===== config.mk =====
export PLATFORM = sky130hd
export DESIGN_NAME = mtsp_alu_add_wb
export DESIGN_NICKNAME = d
export VERILOG_FILES = /design/src/rtl/mtsp_wb_pkg.sv /design/src/rtl/mtsp_wb_fifo.sv /design/src/rtl/mtsp_alu_add_wb.sv
export SDC_FILE = /design/constraint.sdc
export NUM_CORES = 1
export LEC_CHECK = 0
export CORE_ASPECT_RATIO = 0.5
export CORE_MARGIN = 8
export CORE_UTILIZATION = 45
export CTS_BUF_LIST = sky130_fd_sc_hd__clkbuf_16
export DETAILED_ROUTE_END_ITERATION = 10
export PLACE_DENSITY = 0.67
export SLEW_MARGIN = 20
export SYNTH_ARGS = -nofsm -noshare
export SYNTH_HDL_FRONTEND = slang
export SYNTH_HIERARCHICAL = 1
export SYNTH_SLANG_ARGS = --single-unit

===== constraint.sdc =====
create_clock -name CLK -period 3.1 [get_ports CLK]
set_input_delay 0.62 -clock CLK [delete_from_list [all_inputs] [get_ports CLK]]
set_output_delay 0.62 -clock CLK [all_outputs]
set_load 0.03 [all_outputs]

===== src/rtl/mtsp_wb_pkg.sv =====
// Shared types for the MTSP adder write-back stage: queued result entry and tag-pipe record.
package mtsp_wb_pkg;

   // Word width of the adder datapath (the `RANGE_DWORD width of the MTSP core).
   localparam int DATA_W    = 32;
   localparam int WB_DEST_W = 6;

   typedef struct packed {
      logic                 phase;
      logic [WB_DEST_W-1:0] dest;
      logic [DATA_W-1:0]    data;
   } wb_entry_t;

   typedef struct packed {
      logic                 v;
      logic                 ph;
      logic [WB_DEST_W-1:0] dest;
   } tag_t;

   // Phase enable the adder should present when this tag reaches the end of the pipe.
   function automatic logic [1:0] exp_phase_en(input tag_t t);
      return {t.v & t.ph, t.v & ~t.ph};
   endfunction

endpackage


===== src/rtl/mtsp_wb_fifo.sv =====
// Circular result queue of wb_entry_t with occupancy count; push on full is ignored unless a pop
// happens in the same cycle.
module mtsp_wb_fifo
   import mtsp_wb_pkg::*;
#(
   parameter int DEPTH = 4,
   parameter int CNT_W = $clog2(DEPTH + 1)
) (
   input  logic             CLK,
   input  logic             nRST,
   input  logic             i_push,
   input  logic             i_pop,
   input  wb_entry_t        i_entry,
   output wb_entry_t        o_head,
   output logic [CNT_W-1:0] o_count,
   output logic             o_full,
   output logic             o_empty
);

   localparam int                PTR_W   = $clog2(DEPTH);
   localparam logic [PTR_W-1:0]  PTR_ONE = PTR_W'(1);
   localparam logic [CNT_W-1:0]  CNT_ONE = CNT_W'(1);

   wb_entry_t        r_mem [DEPTH];
   logic [PTR_W-1:0] r_wr_ptr;
   logic [PTR_W-1:0] r_rd_ptr;
   logic [CNT_W-1:0] r_count;
   logic             w_do_push;
   logic             w_do_pop;

   assign o_full    = (r_count == CNT_W'(DEPTH));
   assign o_empty   = (r_count == '0);
   assign w_do_pop  = i_pop & ~o_empty;
   assign w_do_push = i_push & (~o_full | w_do_pop);
   assign o_head    = r_mem[r_rd_ptr];
   assign o_count   = r_count;

   always_ff @(posedge CLK or negedge nRST) begin
      if (!nRST) begin
         r_wr_ptr <= '0;
         r_rd_ptr <= '0;
         r_count  <= '0;
         for (int i = 0; i < DEPTH; i++) r_mem[i] <= '0;
      end else begin
         if (w_do_push) begin
            r_mem[r_wr_ptr] <= i_entry;
            r_wr_ptr        <= r_wr_ptr + PTR_ONE;
         end
         if (w_do_pop) r_rd_ptr <= r_rd_ptr + PTR_ONE;
         case ({w_do_push, w_do_pop})
            2'b10:   r_count <= r_count + CNT_ONE;
            2'b01:   r_count <= r_count - CNT_ONE;
            default: r_count <= r_count;
         endcase
      end
   end

endmodule


===== src/rtl/mtsp_alu_add_wb.sv =====
// Write-back stage for the MTSP adder: tag delay pipe, tag/enable cross-check, result queue,
// credit stall. Optional same-cycle bypass when MTSP_ALU_ADD_WB_BYPASS_EN is defined.
module mtsp_alu_add_wb
   import mtsp_wb_pkg::*;
#(
   parameter int DEPTH   = 4,
   parameter int DEST_W  = WB_DEST_W,
   parameter int LATENCY = 3
) (
   input  logic              CLK,
   input  logic              nRST,
   input  logic [1:0]        ISSUE_EN,
   input  logic [DEST_W-1:0] ISSUE_DEST0,
   input  logic [DEST_W-1:0] ISSUE_DEST1,
   input  logic [1:0]        ALU_PHASE_EN,
   input  logic [DATA_W-1:0] ALU_DOUT,
   output logic              WB_VALID,
   input  logic              WB_READY,
   output logic              WB_PHASE,
   output logic [DEST_W-1:0] WB_DEST,
   output logic [DATA_W-1:0] WB_DATA,
   output logic              ISSUE_STALL,
   output logic              OVERFLOW,
   output logic              TAG_ERR,
   input  logic              CLR_ERR
);

   localparam int CNT_W = $clog2(DEPTH + 1);
   localparam int INF_W = $clog2(LATENCY + 1);
   localparam int SUM_W = CNT_W + INF_W;

   tag_t             r_tag [LATENCY];
   tag_t             w_tag_in;
   tag_t             w_tag_out;
   logic             w_tag_mis;
   logic             w_push;
   logic             w_fifo_push;
   logic             w_fifo_pop;
   logic             w_ovf_evt;
   wb_entry_t        w_entry;
   wb_entry_t        w_head;
   logic [CNT_W-1:0] w_count;
   logic             w_full;
   logic             w_empty;
   logic [INF_W-1:0] w_inflight;
   logic [SUM_W-1:0] w_credit;
   logic             r_overflow;
   logic             r_tag_err;

   // Phase #1 wins when both phases issue, matching the adder's own arbitration.
   assign w_tag_in.v    = |ISSUE_EN;
   assign w_tag_in.ph   = ISSUE_EN[1];
   assign w_tag_in.dest = ISSUE_EN[1] ? ISSUE_DEST1 : ISSUE_DEST0;

   always_ff @(posedge CLK or negedge nRST) begin
      if (!nRST) begin
         for (int i = 0; i < LATENCY; i++) r_tag[i] <= '0;
      end else begin
         r_tag[0] <= w_tag_in;
         for (int i = 1; i < LATENCY; i++) r_tag[i] <= r_tag[i-1];
      end
   end

   assign w_tag_out     = r_tag[LATENCY-1];
   assign w_tag_mis     = (exp_phase_en(w_tag_out) != ALU_PHASE_EN);
   assign w_push        = |ALU_PHASE_EN;
   assign w_entry.phase = ALU_PHASE_EN[1];
   assign w_entry.dest  = w_tag_out.dest;
   assign w_entry.data  = ALU_DOUT;

`ifdef MTSP_ALU_ADD_WB_BYPASS_EN
   logic w_bypass;
   assign w_bypass    = w_empty & w_push & WB_READY;
   assign w_fifo_push = w_push & ~w_bypass;
   assign w_fifo_pop  = ~w_empty & WB_READY;
   assign WB_VALID    = ~w_empty | w_bypass;
   assign WB_PHASE    = w_bypass ? w_entry.phase : w_head.phase;
   assign WB_DEST     = w_bypass ? w_entry.dest  : w_head.dest;
   assign WB_DATA     = w_bypass ? w_entry.data  : w_head.data;
`else
   assign w_fifo_push = w_push;
   assign w_fifo_pop  = ~w_empty & WB_READY;
   assign WB_VALID    = ~w_empty;
   assign WB_PHASE    = w_head.phase;
   assign WB_DEST     = w_head.dest;
   assign WB_DATA     = w_head.data;
`endif

   mtsp_wb_fifo #(
      .DEPTH (DEPTH),
      .CNT_W (CNT_W)
   ) u_fifo (
      .CLK     (CLK),
      .nRST    (nRST),
      .i_push  (w_fifo_push),
      .i_pop   (w_fifo_pop),
      .i_entry (w_entry),
      .o_head  (w_head),
      .o_count (w_count),
      .o_full  (w_full),
      .o_empty (w_empty)
   );

   // Credit check uses registered state only, so the dispatcher sees no input-to-stall path.
   always_comb begin
      w_inflight = '0;
      for (int i = 0; i < LATENCY; i++) w_inflight = w_inflight + INF_W'(r_tag[i].v);
   end

   assign w_credit    = SUM_W'(w_count) + SUM_W'(w_inflight);
   assign ISSUE_STALL = (w_credit >= SUM_W'(DEPTH));

   assign w_ovf_evt = w_fifo_push & w_full & ~w_fifo_pop;

   always_ff @(posedge CLK or negedge nRST) begin
      if (!nRST) begin
         r_overflow <= 1'b0;
         r_tag_err  <= 1'b0;
      end else begin
         if (w_ovf_evt)    r_overflow <= 1'b1;
         else if (CLR_ERR) r_overflow <= 1'b0;
         if (w_tag_mis)    r_tag_err  <= 1'b1;
         else if (CLR_ERR) r_tag_err  <= 1'b0;
      end
   end

   assign OVERFLOW = r_overflow;
   assign TAG_ERR  = r_tag_err;

endmodule

==> results of run 1 <==
worst paths after layout:
| path | cells after the start | start | slack (ps) | end |
|---|---|---|---|---|
| hold / removal | 1 | nRST | 220 | u_fifo/r_mem[28] |
| setup / recovery | 3 | u_fifo/r_rd_ptr[0] | 190 | WB_DATA[3] |
| min in group CLK | 0 | r_tag[16] | 350 | r_tag[8] |
| hold reg to reg | 0 | r_tag[16] | 350 | r_tag[8] |
| setup reg to reg | 10 | u_fifo/o_count[0] | 580 | u_fifo/o_count[2] |
| max in group asynchronous | 2 | nRST | 2040 | u_fifo/r_mem[117] |
logic make-up after synthesis:
kind of cell	synth area share, %
XOR/XNOR	0.657
AO/OA/AOI/OAI	0.501
multiplexers	34.1
flip-flops	59.1
buffers and inverters	2.60
adder cells (fa/ha/maj)	1.44
AND/OR/NAND/NOR	1.61
repair_timing:
action                     in CTS  in global routing
setup endpoints to repair       7                  0
gates resized for setup         1                  0
buffers inserted                1                  0
flip-flops by register name (all words and copies together) (netlist names):
register	flops
u_fifo/r_wr_ptr	2
OVERFLOW	1
TAG_ERR	1
r_tag	24
u_fifo/r_mem	156
u_fifo/o_count	3
u_fifo/r_rd_ptr	2
routing by layer:
layer	track usage, %	routed length [um]	vias up
li1	-	-	1928
met2	24.5	7740	44
met5	0	0	-
met4	5.01	136	0
met1	20.2	7470	2308
met3	3.35	484	11
layout make-up:
class                   count  area (sq um)  share of cell area (%)
repair buffers            115          1190                    12.0
multi-input cells         242          3090                    31.2
inverters                   9          33.8                   0.341
diodes                      1          2.50                  0.0252
clock buffers              17           425                    4.29
well taps                 234           293                    2.95
flip-flops and latches    189          4730                    47.8
clock inverters            15           146                    1.48
layout by cell type, fill, tap and decap left out, types with 2 or more instances in the layout:
| cell type | count |
|---|---|
| buf_12 | 7 |
| buf_4 | 14 |
| clkbuf_16 | 17 |
| clkdlybuf4s50_1 | 92 |
| clkinvlp_4 | 4 |
| dfrtp_1 | 187 |
| fa_1 | 2 |
| ha_1 | 6 |
| inv_1 | 9 |
| inv_6 | 4 |
| inv_8 | 5 |
| mux2_2 | 162 |
| mux4_2 | 39 |
| nand2_1 | 5 |
| nand2b_1 | 2 |
| nor2_1 | 2 |
| nor2_4 | 4 |
| nor3_1 | 2 |
| xnor2_1 | 3 |
| xor2_1 | 3 |
per-stage QoR:
| stage | setup slack [ps] | std cells | area, sq um | util, % |
|---|---|---|---|---|
| 2_1_floorplan | 763 | 466 | 8000 | - |
| 3_3_place_gp | 328 | 788 | 9320 | 53.6 |
| 3_5_place_dp | 250 | 788 | 9320 | 53.6 |
| 4_1_cts | 150 | 821 | 9910 | 57.0 |
| 5_1_grt | 101 | 821 | 9910 | 57.0 |
| 6_report | 193 | 822 | 9910 | 57.0 |
power breakdown:
| part | switching (mW) | internal (mW) | leakage (nW) |
|---|---|---|---|
| registers | 0.621 | 3.61 | 2.22 |
| clock network | 1.04 | 1.07 | 0.269 |
| logic | 2.74 | 3.26 | 1.55 |
==> key figures, run 1 <==
Logic synthesis
  • YS warnings: 6
  • Post-synthesis cell area: 8000 sq um
  • Post-synth EDFFs: 0
  • Synth unique cells: 28
  • Yosys top cell by area: dfrtp_1
  • Post-synth ARST share: 100%
  • Syn nets: 526
  • Sequential-to-total area share from yosys stat: 59.1%
  • Commonest cells post-synth: 189 x dfrtp_1, 162 x mux2_2, 39 x mux4_2
  • Syn Area/Cell: 17.2 sq um
  • Synthesis-stage register bit count: 189
  • Largest cells by area after synthesis: dfrtp_1 59%, mux2_2 23%, mux4_2 11%
  • Synth Instances: 466
  • Count leader, synth: dfrtp_1
  • Post-synth top flop: dfrtp_1
  • Yosys top cell area share: 59.1%

STA
  • Final setup viols: 0
  • Worst slew margin: 59.9%
  • Hold_ws: 218 ps
  • Max Clock Freq: 344 MHz
  • Unrepaired setup endpoints after global routing: no
  • Tcrit/Tclk final: 93.8%
  • Final setup TNS: 0 ps
  • Minimum clock period: 2910 ps
  • Skew final: 10.6 ps
  • Worst Tran Pin Value: 602 ps
  • Hold Vio Cnt, Final: 0
  • Slew Limit Fails: 0

Drt
  • Post-route DRC: 0
  • Detailed Route Iter0 Violations: 165
  • Vias per cell: 5.22
  • Vias: 4,291
  • First drt pass iteration count: 3
  • WL per Instance: 19.3 um
  • Total Wirelength: 15,800 um
  • Antenna Nets Post-Route: 0

Clock network
  • Num CTS Buffers: 17
  • Clock tree sinks: 189
  • CTS Hold Bufs: 0
  • CTS max path bufs: 2
  • Clock slew at reported path FFs: 80 ps
  • H-tree depth: 4
  • Clock latency on the worst-skew pair: 420 ps
  • CTS tree: done
  • Clock root buffer: clkbuf_16

Setup path
  • Kind of critical path: reg2out
  • Startpoint types: flop
  • Slowest stage delay, CP: 630 ps
  • Crit path cell chain: buf_12 > mux4_2 > clkdlybuf4s50_1
  • CP Max Fanout: 15
  • Crit path required time: 2480 ps
  • Crit end category: primary output
  • Worst path arrival time: 2290 ps
  • CP bufs+invs: 2
  • Crit path max-delay family: buffers and inverters
  • Worst path slowest cell: clkdlybuf4s50_1

Status
  • Status: completed

Placed design
  • Number of port buffers: 94
  • Post-DP HPWL: 10,800 um
  • Routability cong.: 0.704

Global route
  • First-pass GRT wire length: 26,400 um
  • Largest net degree at the start of global routing: 74
  • Initial antenna violation count: 0
  • GRT Total Usage: 15.1%
  • Vias in the first global route: 4,706
  • Gr ovfl total: 0

Floorplan
  • Chip width: 205 um
  • Total core area: 17,400 sq um
  • Die area: 22,600 sq um
  • Row cnt: 34
  • Chip height: 110 um
  • # IOs: 95
  • Initial core utilization: 46.0%

Final layout
  • Fillers: 1,352
  • Final net count: 634
  • Share of layout cells above drive strength 1: 45.1%
  • Area grow syn2layout: 24.0%

Pwr
  • PD cells: 1250 nW/um^2
  • Pleak: 4.04 nW
  • Power consumption: 12.4 mW
  • Maximum vdd drop: 0.667 mV

Flow run
  • Maxcap violations: 0

Hold path
  • Hold WC Path Type: in2async
Note: power is estimated with default switching activity, not from simulation.
==> inputs of run 2 (changes only) <==
--- a/config.mk
+++ b/config.mk
@@ -5,6 +5,7 @@
 export SDC_FILE = /design/constraint.sdc
 export NUM_CORES = 1
 export LEC_CHECK = 0
+export CAP_MARGIN = 25
 export CORE_ASPECT_RATIO = 0.5
 export CORE_MARGIN = 8
 export CORE_UTILIZATION = 45
==> results of run 2 <==
Final layout, timing and power as in run 1 (identical DEF).
